$ cat config.mk
export PLATFORM = sky130hd
export DESIGN_NAME = uart_rx_flat
export DESIGN_NICKNAME = d
export VERILOG_FILES = /design/src/rtl/uart_rx_if.sv /design/src/rtl/uart_rx.sv /design/src/flat_wrapper.sv
export SDC_FILE = /design/constraint.sdc
export NUM_CORES = 1
export LEC_CHECK = 0
export CAP_MARGIN = 40
export CELL_PAD_IN_SITES_DETAIL_PLACEMENT = 1
export CELL_PAD_IN_SITES_GLOBAL_PLACEMENT = 1
export CORE_MARGIN = 2
export CORE_UTILIZATION = 39
export DETAILED_ROUTE_END_ITERATION = 7
export HOLD_SLACK_MARGIN = 0.15
export PLACE_DENSITY_LB_ADDON = 0.1
export SLEW_MARGIN = 0
export SYNTH_ARGS = -nofsm -noshare
export SYNTH_HDL_FRONTEND = slang
export SYNTH_SLANG_ARGS = --single-unit
$ cat constraint.sdc
create_clock -name hwclk -period 2.9 [get_ports hwclk]
set_input_delay 0.29 -clock hwclk [delete_from_list [all_inputs] [get_ports hwclk]]
set_output_delay 0.29 -clock hwclk [all_outputs]
set_load 0.01 [all_outputs]
$ cat src/rtl/uart_rx_if.sv
// Received-word channel between the UART receiver and its consumer.
// Single-entry valid/ready output; m_data is held stable while m_valid is high.
interface uart_rx_if #(
  parameter int DATA_WIDTH = 8
) ();
  logic [DATA_WIDTH-1:0] m_data;
  logic                  m_valid;
  logic                  m_ready;

  modport master (
    output m_data,
    output m_valid,
    input  m_ready
  );

  modport slave (
    input  m_data,
    input  m_valid,
    output m_ready
  );
endinterface

$ cat src/rtl/uart_rx.sv
// Oversampling UART receiver (start, DATA_WIDTH bits LSB first, stop) feeding a one-entry valid/ready register.
// Word is valid on the edge after the stop sample (4P + DATA_WIDTH*8P + 8P cycles after start detection).
// No stall: a commit while the register is full and not being accepted overwrites it and pulses overrun_error.
module uart_rx #(
  parameter int DATA_WIDTH = 8
) (
  input  logic             hwclk,
  input  logic             reset_n,
  input  logic [15:0]      prescale,
  input  logic             rxd,
  uart_rx_if.master        m_if,
  output logic             busy,
  output logic             frame_error,
  output logic             overrun_error
);

  localparam int IDX_W = (DATA_WIDTH > 1) ? $clog2(DATA_WIDTH) : 1;
  localparam logic [IDX_W-1:0] LAST_IDX = IDX_W'(DATA_WIDTH - 1);

  typedef enum logic [2:0] {
    S_IDLE,
    S_START,
    S_DATA,
    S_STOP,
    S_BREAK
  } state_t;

  state_t                state_q, state_d;
  logic [1:0]            sync_q;
  logic [18:0]           cnt_q, cnt_d;
  logic [15:0]           p_q, p_d;
  logic [DATA_WIDTH-1:0] shift_q, shift_d;
  logic [IDX_W-1:0]      idx_q, idx_d;
  logic [DATA_WIDTH-1:0] data_q, data_d;
  logic                  valid_q, valid_d;
  logic                  fe_q, fe_d;
  logic                  ov_q, ov_d;

  logic                  rx_s;
  logic                  sample;
  logic                  commit;
  logic [15:0]           p_in;
  logic [18:0]           half_load;
  logic [18:0]           bit_load;

  assign rx_s      = sync_q[1];
  assign sample    = (cnt_q == 19'd0);
  assign p_in      = (prescale == 16'd0) ? 16'd1 : prescale;
  // Start check lands mid start bit, so the first load uses half a bit period.
  assign half_load = {1'b0, p_in, 2'b00} - 19'd1;
  assign bit_load  = {p_q, 3'b000} - 19'd1;

  always_ff @(posedge hwclk) begin
    if (!reset_n) begin
      state_q <= S_IDLE;
      sync_q  <= 2'b11;
      cnt_q   <= '0;
      p_q     <= 16'd1;
      shift_q <= '0;
      idx_q   <= '0;
      data_q  <= '0;
      valid_q <= 1'b0;
      fe_q    <= 1'b0;
      ov_q    <= 1'b0;
    end else begin
      state_q <= state_d;
      sync_q  <= {sync_q[0], rxd};
      cnt_q   <= cnt_d;
      p_q     <= p_d;
      shift_q <= shift_d;
      idx_q   <= idx_d;
      data_q  <= data_d;
      valid_q <= valid_d;
      fe_q    <= fe_d;
      ov_q    <= ov_d;
    end
  end

  always_comb begin
    state_d = state_q;
    cnt_d   = sample ? cnt_q : cnt_q - 19'd1;
    p_d     = p_q;
    shift_d = shift_q;
    idx_d   = idx_q;
    fe_d    = 1'b0;
    commit  = 1'b0;

    case (state_q)
      S_IDLE: begin
        if (!rx_s) begin
          p_d     = p_in;
          cnt_d   = half_load;
          state_d = S_START;
        end
      end
      S_START: begin
        if (sample) begin
          if (rx_s) begin
            state_d = S_IDLE;
          end else begin
            cnt_d   = bit_load;
            idx_d   = '0;
            state_d = S_DATA;
          end
        end
      end
      S_DATA: begin
        if (sample) begin
          shift_d             = shift_q >> 1;
          shift_d[DATA_WIDTH-1] = rx_s;
          cnt_d               = bit_load;
          idx_d               = idx_q + 1'b1;
          if (idx_q == LAST_IDX) begin
            state_d = S_STOP;
          end
        end
      end
      S_STOP: begin
        if (sample) begin
          if (rx_s) begin
            commit  = 1'b1;
            state_d = S_IDLE;
          end else begin
            fe_d    = 1'b1;
            state_d = S_BREAK;
          end
        end
      end
      S_BREAK: begin
        if (rx_s) begin
          state_d = S_IDLE;
        end
      end
      default: state_d = S_IDLE;
    endcase

    // A commit wins over an accept; the accepted word is simply replaced.
    data_d  = commit ? shift_q : data_q;
    valid_d = commit ? 1'b1 : (valid_q && !m_if.m_ready);
    ov_d    = commit && valid_q && !m_if.m_ready;
  end

  assign m_if.m_data   = data_q;
  assign m_if.m_valid  = valid_q;
  assign busy          = (state_q != S_IDLE);
  assign frame_error   = fe_q;
  assign overrun_error = ov_q;

endmodule
$ cat src/flat_wrapper.sv
// flat-port wrapper written by rule: the top's interface ports become plain ports
module uart_rx_flat 
#(
  parameter int DATA_WIDTH = 8
)
  (hwclk, reset_n, prescale, rxd, busy, frame_error, overrun_error, m_if_m_data, m_if_m_valid, m_if_m_ready);
  uart_rx_if #(.DATA_WIDTH(DATA_WIDTH)) m_if_i ();
  input  logic hwclk;
  input  logic reset_n;
  input  logic [15:0] prescale;
  input  logic rxd;
  output logic busy;
  output logic frame_error;
  output logic overrun_error;
  output wire logic [$bits(m_if_i.m_data)-1:0] m_if_m_data;
  output wire logic [$bits(m_if_i.m_valid)-1:0] m_if_m_valid;
  input wire logic [$bits(m_if_i.m_ready)-1:0] m_if_m_ready;
  assign m_if_m_data = m_if_i.m_data;
  assign m_if_m_valid = m_if_i.m_valid;
  assign m_if_i.m_ready = m_if_m_ready;
  uart_rx #(.DATA_WIDTH(DATA_WIDTH)) u_core (.hwclk(hwclk), .reset_n(reset_n), .prescale(prescale), .rxd(rxd), .m_if(m_if_i), .busy(busy), .frame_error(frame_error), .overrun_error(overrun_error));
endmodule
==> impl_results.md, run 1 <==
* Status: finished clean
* DRC at 0
* Die Y at 97.83 um
* Wire per inst at 17.46 um
* Number of synthesis warnings at 0
* CTS sink cnt at 62
* CTS root buffer: clkbuf_8
* Core box area at 8636 um^2
* Mapped Nets at 461
* Clk slew on worst S/H paths at 90 ps
* CP Data Required Time at 3150 ps
* Initial core utilization at 0.3976
* Fmax at 364.1 MHz
* Largest net degree at the start of global routing at 27
* Asr flop ratio synth at 0
* Fin crit period at 2746 ps
* Final Max Slew Viols at 0
* Number of synthesized register bits at 62
* CP Class: flip-flop to flip-flop
* Detailed-route wire length at 10530 um
* Net Sw Frac at 0.4004
* Largest area contributor in the netlist: dfxtp_1
* Remaining global-route overflow at 0
* PwrDens at 770.3 nW/um^2
* Share of cells above drive strength 1 at 0.1394
* Final setup violation count at 0
* # diodes at 0
* Area of the mapped netlist at 3433 um^2
* CTS tree: yes
* Global Route Usage Sum at 0.2265
* Worst skew pair latency at 360 ps
* Detailed Place HPWL at 7647 um
* TritonCTS Buffers at 9
* Sequential share of power at 0.342
* Post-synthesis area per instance at 7.911 um^2
* CTS Hold Bufs at 0
* CP endpoint kind: flip-flop
* Peak supply drop at 380.6 uV
* Period Utilization, post-route at 0.9470
* Fill cell count at 1053
* Yosys top cell area share at 0.3615
* Most common cell in the synthesized netlist: nand2_1
* P_sw at 0.001312 W
* Crit path max fanout at 7
* Clk buf depth at 2
* Multi-input logic area at 2051 um^2
* H-Tree Depth at 3
* P_int at 0.001966 W
* Row cnt at 34
* Arrival @ worst endpoint at 3000 ps
* Vias per cell at 5.572
* Worst Max-Slew Pin Slew at 676.0 ps
* Total number of vias at 3360
* Synthesized instance count at 434
* CP startpoint kind: flip-flop
* Final Core Density at 0.4928
* Max-cap violations at 0
* Pre-antenna DRT Iters at 4
* IO Pins at 32
* Leakage at 1.567 nW
* Clk pwr share at 0.219
* Max_slew headroom at 0.5430
* Nets at 517
* Synth area leaders: dfxtp_1, nand2_1, a21oi_1, xor2_1, nor2_1
* Number of global-route vias before repair at 3427
* Comb pwr share at 0.439
* Reg2Reg Setup Slack at 150 ps
* Tightest Hold Check Type: flip-flop to flip-flop
* Hold slack at 415.0 ps
* Routed Antenna Nets at 0
* Final-report hold violation count at 0
* EDFF count, synth at 0
* Distinct cells, synth at 53
* Die Area at 9570 um^2
* DIE WIDTH at 97.83 um
* Seq. cell area at 1241 um^2
* Initial antenna violation count at 0
* Area growth, synth to finish at 23.94%
* First-pass GRT wire length at 17420 um
* Synth cell count leaders: nand2_1, dfxtp_1, a21oi_1
* DRT iter0 DRCs at 126
* Final Wtd Congestion at 0.8643
* Main synth FF type: dfxtp_1
* Port Buffers at 31
* Seq/Total Area, Yosys at 0.3615
* Clock Skews at 15.99 ps
metal layers:
layer | vias to the layer above | routed length [um] | global-route usage
li1 | 1666 | - | -
met1 | 1636 | 5159 | 0.3079
met2 | 43 | 4925 | 0.3625
met3 | 15 | 300 | 0.05225
met4 | 0 | 143 | 0.06090
met5 | - | 0 | 0
registers in the layout, indices dropped and copies added, names as in the netlist:
register and cells:
u_core.cnt_q 19, u_core.frame_error 1, u_core.idx_q 3, u_core.m_if.m_data 8
u_core.m_if.m_valid 1, u_core.overrun_error 1, u_core.p_q 16, u_core.shift_q 8
u_core.state_q 3, u_core.sync_q 2
worst max-delay path: stages, from the launching register on:
cell      delay (ps)
dfxtp_1          340
or4_4            550
or4b_4           640
nor2_8           130
inv_4             70
ha_1             290
nor2b_1          150
nor2_1            60
nor2_1            80
a21oi_1           50
a311oi_1         200
nor2_1            80
power by group through the flow:
stage | clock network [W] | registers, W | logic [W]
after floorplan | 0 | 0.00109 | 0.000983
after global placement | 0 | 0.00112 | 0.00129
after detailed placement | 0 | 0.00113 | 0.00133
after CTS | 0.000743 | 0.00111 | 0.00134
after global routing | 0.000785 | 0.00114 | 0.00158
final | 0.000719 | 0.00112 | 0.00144
layout by cell type, fill, tap and decap left out, types with 9 or more instances in the layout:
| master | instances |
|---|---|
| nand2_1 | 71 |
| dfxtp_1 | 62 |
| buf_4 | 40 |
| a21oi_1 | 38 |
| nor2_1 | 36 |
| clkdlybuf4s50_1 | 31 |
| xor2_1 | 19 |
| nor4_1 | 17 |
| nand3_1 | 16 |
| xnor2_1 | 14 |
| nor3_1 | 12 |
| o21ai_0 | 9 |
| mux2i_1 | 9 |
| clkbuf_8 | 9 |
path summary, 6_finish.rpt:
kind | cells past startpoint | start | to
hold / removal | 1 | u_core.sync_q[0]$_SDFF_PN1_ | u_core.sync_q[1]$_SDFF_PN1_
setup / recovery | 11 | u_core.cnt_q[6]$_SDFF_PN0_ | u_core.cnt_q[0]$_SDFF_PN0_
hold reg to reg | 1 | u_core.sync_q[0]$_SDFF_PN1_ | u_core.sync_q[1]$_SDFF_PN1_
setup reg to reg | 11 | u_core.cnt_q[6]$_SDFF_PN0_ | u_core.cnt_q[0]$_SDFF_PN0_
metrics by stage:
stage / setup WS, ps / TNS [ps] / total power, W / area (um^2) / cells
2_1_floorplan: 18.25 / 0 / 0.002078 / 3448 / 434
3_3_place_gp: 147.1 / 0 / 0.002417 / 4048 / 584
3_5_place_dp: 79.68 / 0 / 0.002466 / 4048 / 584
4_1_cts: 164.6 / 0 / 0.003201 / 4229 / 600
5_1_grt: -7.737 / -7.737 / 0.003507 / 4255 / 603
6_report: 153.7 / 0 / 0.003278 / 4255 / 603
logic make-up (layout without fill, tap and decap cells):
kind of cell,Yosys count,in the layout,share of synthesized area
xor+xnor,33,33,0.08418
buf+inv,35,96,0.04227
flops,62,62,0.3615
compound gates,94,94,0.1742
mux,9,9,0.02624
fa+ha+maj,7,7,0.02551
simple gates,194,194,0.2861
layout make-up:
type	instances	area share
inverter	9	0.008527
multi-input combinational	337	0.4819
clock inverter	7	0.01353
timing repair buffer	71	0.1435
sequential	62	0.2917
clock buffer	9	0.02911
tap	108	0.03176
timing repair:
item	CTS	global route
buffers inserted	0	3
gates resized for setup	0	1
setup endpoints to repair	0	1
Power figures use the tool's default switching activity.
==> run 2: changes to the inputs <==
--- a/config.mk
+++ b/config.mk
@@ -5,12 +5,15 @@
 export SDC_FILE = /design/constraint.sdc
 export NUM_CORES = 1
 export LEC_CHECK = 0
+export ABC_CLOCK_PERIOD_IN_PS = 2900
 export CAP_MARGIN = 40
 export CELL_PAD_IN_SITES_DETAIL_PLACEMENT = 1
 export CELL_PAD_IN_SITES_GLOBAL_PLACEMENT = 1
+export CORE_ASPECT_RATIO = 0.7
 export CORE_MARGIN = 2
 export CORE_UTILIZATION = 39
 export DETAILED_ROUTE_END_ITERATION = 7
+export GPL_TIMING_DRIVEN = 0
 export HOLD_SLACK_MARGIN = 0.15
 export PLACE_DENSITY_LB_ADDON = 0.1
 export SLEW_MARGIN = 0
==> run 2 against run 1 <==
Critical path depth shrank 4. Cell count decreased by 0.66%. Clock-buffer cell count increased by 3. Register-to-register slack worse by 20 ps. Total power rose by 9.9%. Critical path type unchanged. Largest cell class unchanged. Largest power group unchanged.
==> impl_results.md, run 2 (synthesis gave the netlist of run 1 again) <==
* CTS Hold Bufs at 0
* PwrDens at 846.6 nW/um^2
* Initial core utilization at 0.4033
* Clk slew on worst S/H paths at 50 ps
* Reg-to-reg startpoint: u_core.cnt_q[6]$_SDFF_PN0_
* Status: finished clean
* DRC at 0
* Routed Antenna Nets at 0
* Core box area at 8513 um^2
* Worst skew pair latency at 340 ps
* Peak supply drop at 386.4 uV
* Hold path start: prescale[4]
* Global Route Usage Sum at 0.2401
* R2R depth at 7
* First-pass GRT wire length at 17360 um
* Worst Max-Slew Pin Slew at 897.6 ps
* Hold path endpoint: u_core.p_q[4]$_SDFFE_PN0P_
* R2R Path End: u_core.cnt_q[18]$_SDFF_PN0_
* Fmax at 361.3 MHz
* Number of global-route vias before repair at 3278
* Final Max Slew Viols at 0
* Dpl cells at 583
* Detailed-route wire length at 10850 um
* Die Y at 82.50 um
* CP Data Required Time at 3160 ps
* IO Pins at 32
* Clk buf depth at 2
* Max-cap violations at 0
* Final setup margin at 132.1 ps
* Top Usage Layer GRT: met2
* Biggest register: u_core.cnt_q
* Nets at 501
* Grt met1 use at 0.3460
* Commonest non-fill, non-tap cell in the layout: nand2_1
* CTS root buffer: clkbuf_16
* Met3 Resource Use GR at 0.04891
* Tightest Hold Check Type: input port to flip-flop
* Share of cells above drive strength 1 at 0.08559
* Hold Crit Depth at 3
* Detailed Place HPWL at 7925 um
* Final Wtd Congestion at 0.8538
* Largest net degree at the start of global routing at 13
* Vias per cell at 5.576
* Arrival @ worst endpoint at 3030 ps
* Row cnt at 28
* Pre-CTS setup slack at -437.3 ps
* DRT iter0 DRCs at 175
* Crit path max fanout at 7
* CTS tree: yes
* Fin crit period at 2768 ps
* Wire per inst at 18.12 um
* Met2 Track Usage GR at 0.3696
* Reg2Reg Setup Slack at 130 ps
* Layout Cells excl Fill at 599
* Leakage at 1.517 nW
* Pre-antenna DRT Iters at 4
* TritonCTS Buffers at 9
* Fill cell count at 1045
* Max_slew headroom at 0.3961
* # diodes at 0
* CTS sink cnt at 62
* Biggest regs: u_core.cnt_q: 19 flops, u_core.p_q: 16 flops
* Total number of vias at 3340
* CP startpoint kind: flip-flop
* Area growth, synth to finish at 23.94%
* CP Class: flip-flop to flip-flop
* Initial antenna violation count at 0
* CP endpoint kind: flip-flop
* Final setup violation count at 0
* Number of flip-flops in the largest register at 19
* H-Tree Depth at 3
* Clock Skews at 4.348 ps
* Most frequent cells in the layout: nand2_1, dfxtp_1, a21oi_1, nor2_1, clkdlybuf4s50_1
* Final-report hold violation count at 0
* Cell area after layout at 4255 um^2
* Remaining global-route overflow at 0
* DP Area at 3889 um^2
* Period Utilization, post-route at 0.9545
* Port Buffers at 29
* Final Core Density at 0.4999
* Die Area at 9582 um^2
* DIE WIDTH at 116.1 um
## run 2: changes by cell type in the layout (fill, tap and decap cells not counted), moves of 3 or more
cell             delta
buf_4              -37
dlymetal6s2s_1      +3
clkdlybuf4s50_1     -5
clkbuf_8            -8
clkbuf_1           +23
clkbuf_16           +9
## run 2: metrics by stage
stage / hold slack [ps] / setup TNS [ps] / total power [W]
2_1_floorplan: 386.3 / 0 / 0.002078
3_5_place_dp: 400.9 / -2100 / 0.002400
6_report: 338.8 / 0 / 0.003602
3_3_place_gp: 390.7 / -1312 / 0.002358
4_1_cts: 322.5 / 0 / 0.003606
5_1_grt: 363.1 / -9.788 / 0.003814
## run 2: critical path: stages, from the launching register on
cell and delay, ps:
dfxtp_2 340, or4_4 530, buf_6 150, or4b_4 530
buf_4 200, or4_1 500, o32a_1 300, a31oi_1 160
## run 2: timing repair
item                       in CTS  in global routing
setup buffers                   2                  0
pin swaps                       4                  2
gates resized for setup         7                  8
gates cloned                    0                  0
setup endpoints to repair       9                  8
## run 2: layer usage
metal,part of all wire,up-vias
met1,0.51,1642
met5,0,-
li1,-,1637
met4,0.0080,0
met3,0.042,12
met2,0.44,49
## run 2: cell type report
type / instances / area [um^2] / share of cell area
repair buffers: 31 / 312.8 / 0.07351
clock inverters: 4 / 70.07 / 0.01647
well taps: 120 / 150.1 / 0.03528
clock buffers: 12 / 246.5 / 0.05792
inverters: 9 / 38.79 / 0.009115
plain buffers: 24 / 102.6 / 0.02411
multi-input cells: 337 / 2091 / 0.4913
flip-flops and latches: 62 / 1244 / 0.2923
## run 2: power by group
part / internal [W] / switching (W) / leakage [nW] / total (W)
Sequential: 0.000981 / 0.000148 / 0.505 / 0.00113
Clock: 0.000773 / 0.000383 / 0.157 / 0.00116
Combinational: 0.000570 / 0.000748 / 0.855 / 0.00132
Total: 0.00232 / 0.00128 / 1.52 / 0.00360
## run 2: worst max-delay path by stage
stage                          startpoint                           to  cells after the start
2_1_floorplan  u_core.cnt_q[6]$_SDFF_PN0_   u_core.cnt_q[0]$_SDFF_PN0_                     14
3_3_place_gp   u_core.cnt_q[0]$_SDFF_PN0_   u_core.cnt_q[0]$_SDFF_PN0_                     14
3_5_place_dp   u_core.cnt_q[0]$_SDFF_PN0_   u_core.cnt_q[0]$_SDFF_PN0_                     14
4_1_cts        u_core.cnt_q[6]$_SDFF_PN0_   u_core.cnt_q[0]$_SDFF_PN0_                     12
5_1_grt                      prescale[13]  u_core.cnt_q[16]$_SDFF_PN0_                     11
6_report       u_core.cnt_q[6]$_SDFF_PN0_  u_core.cnt_q[18]$_SDFF_PN0_                      7
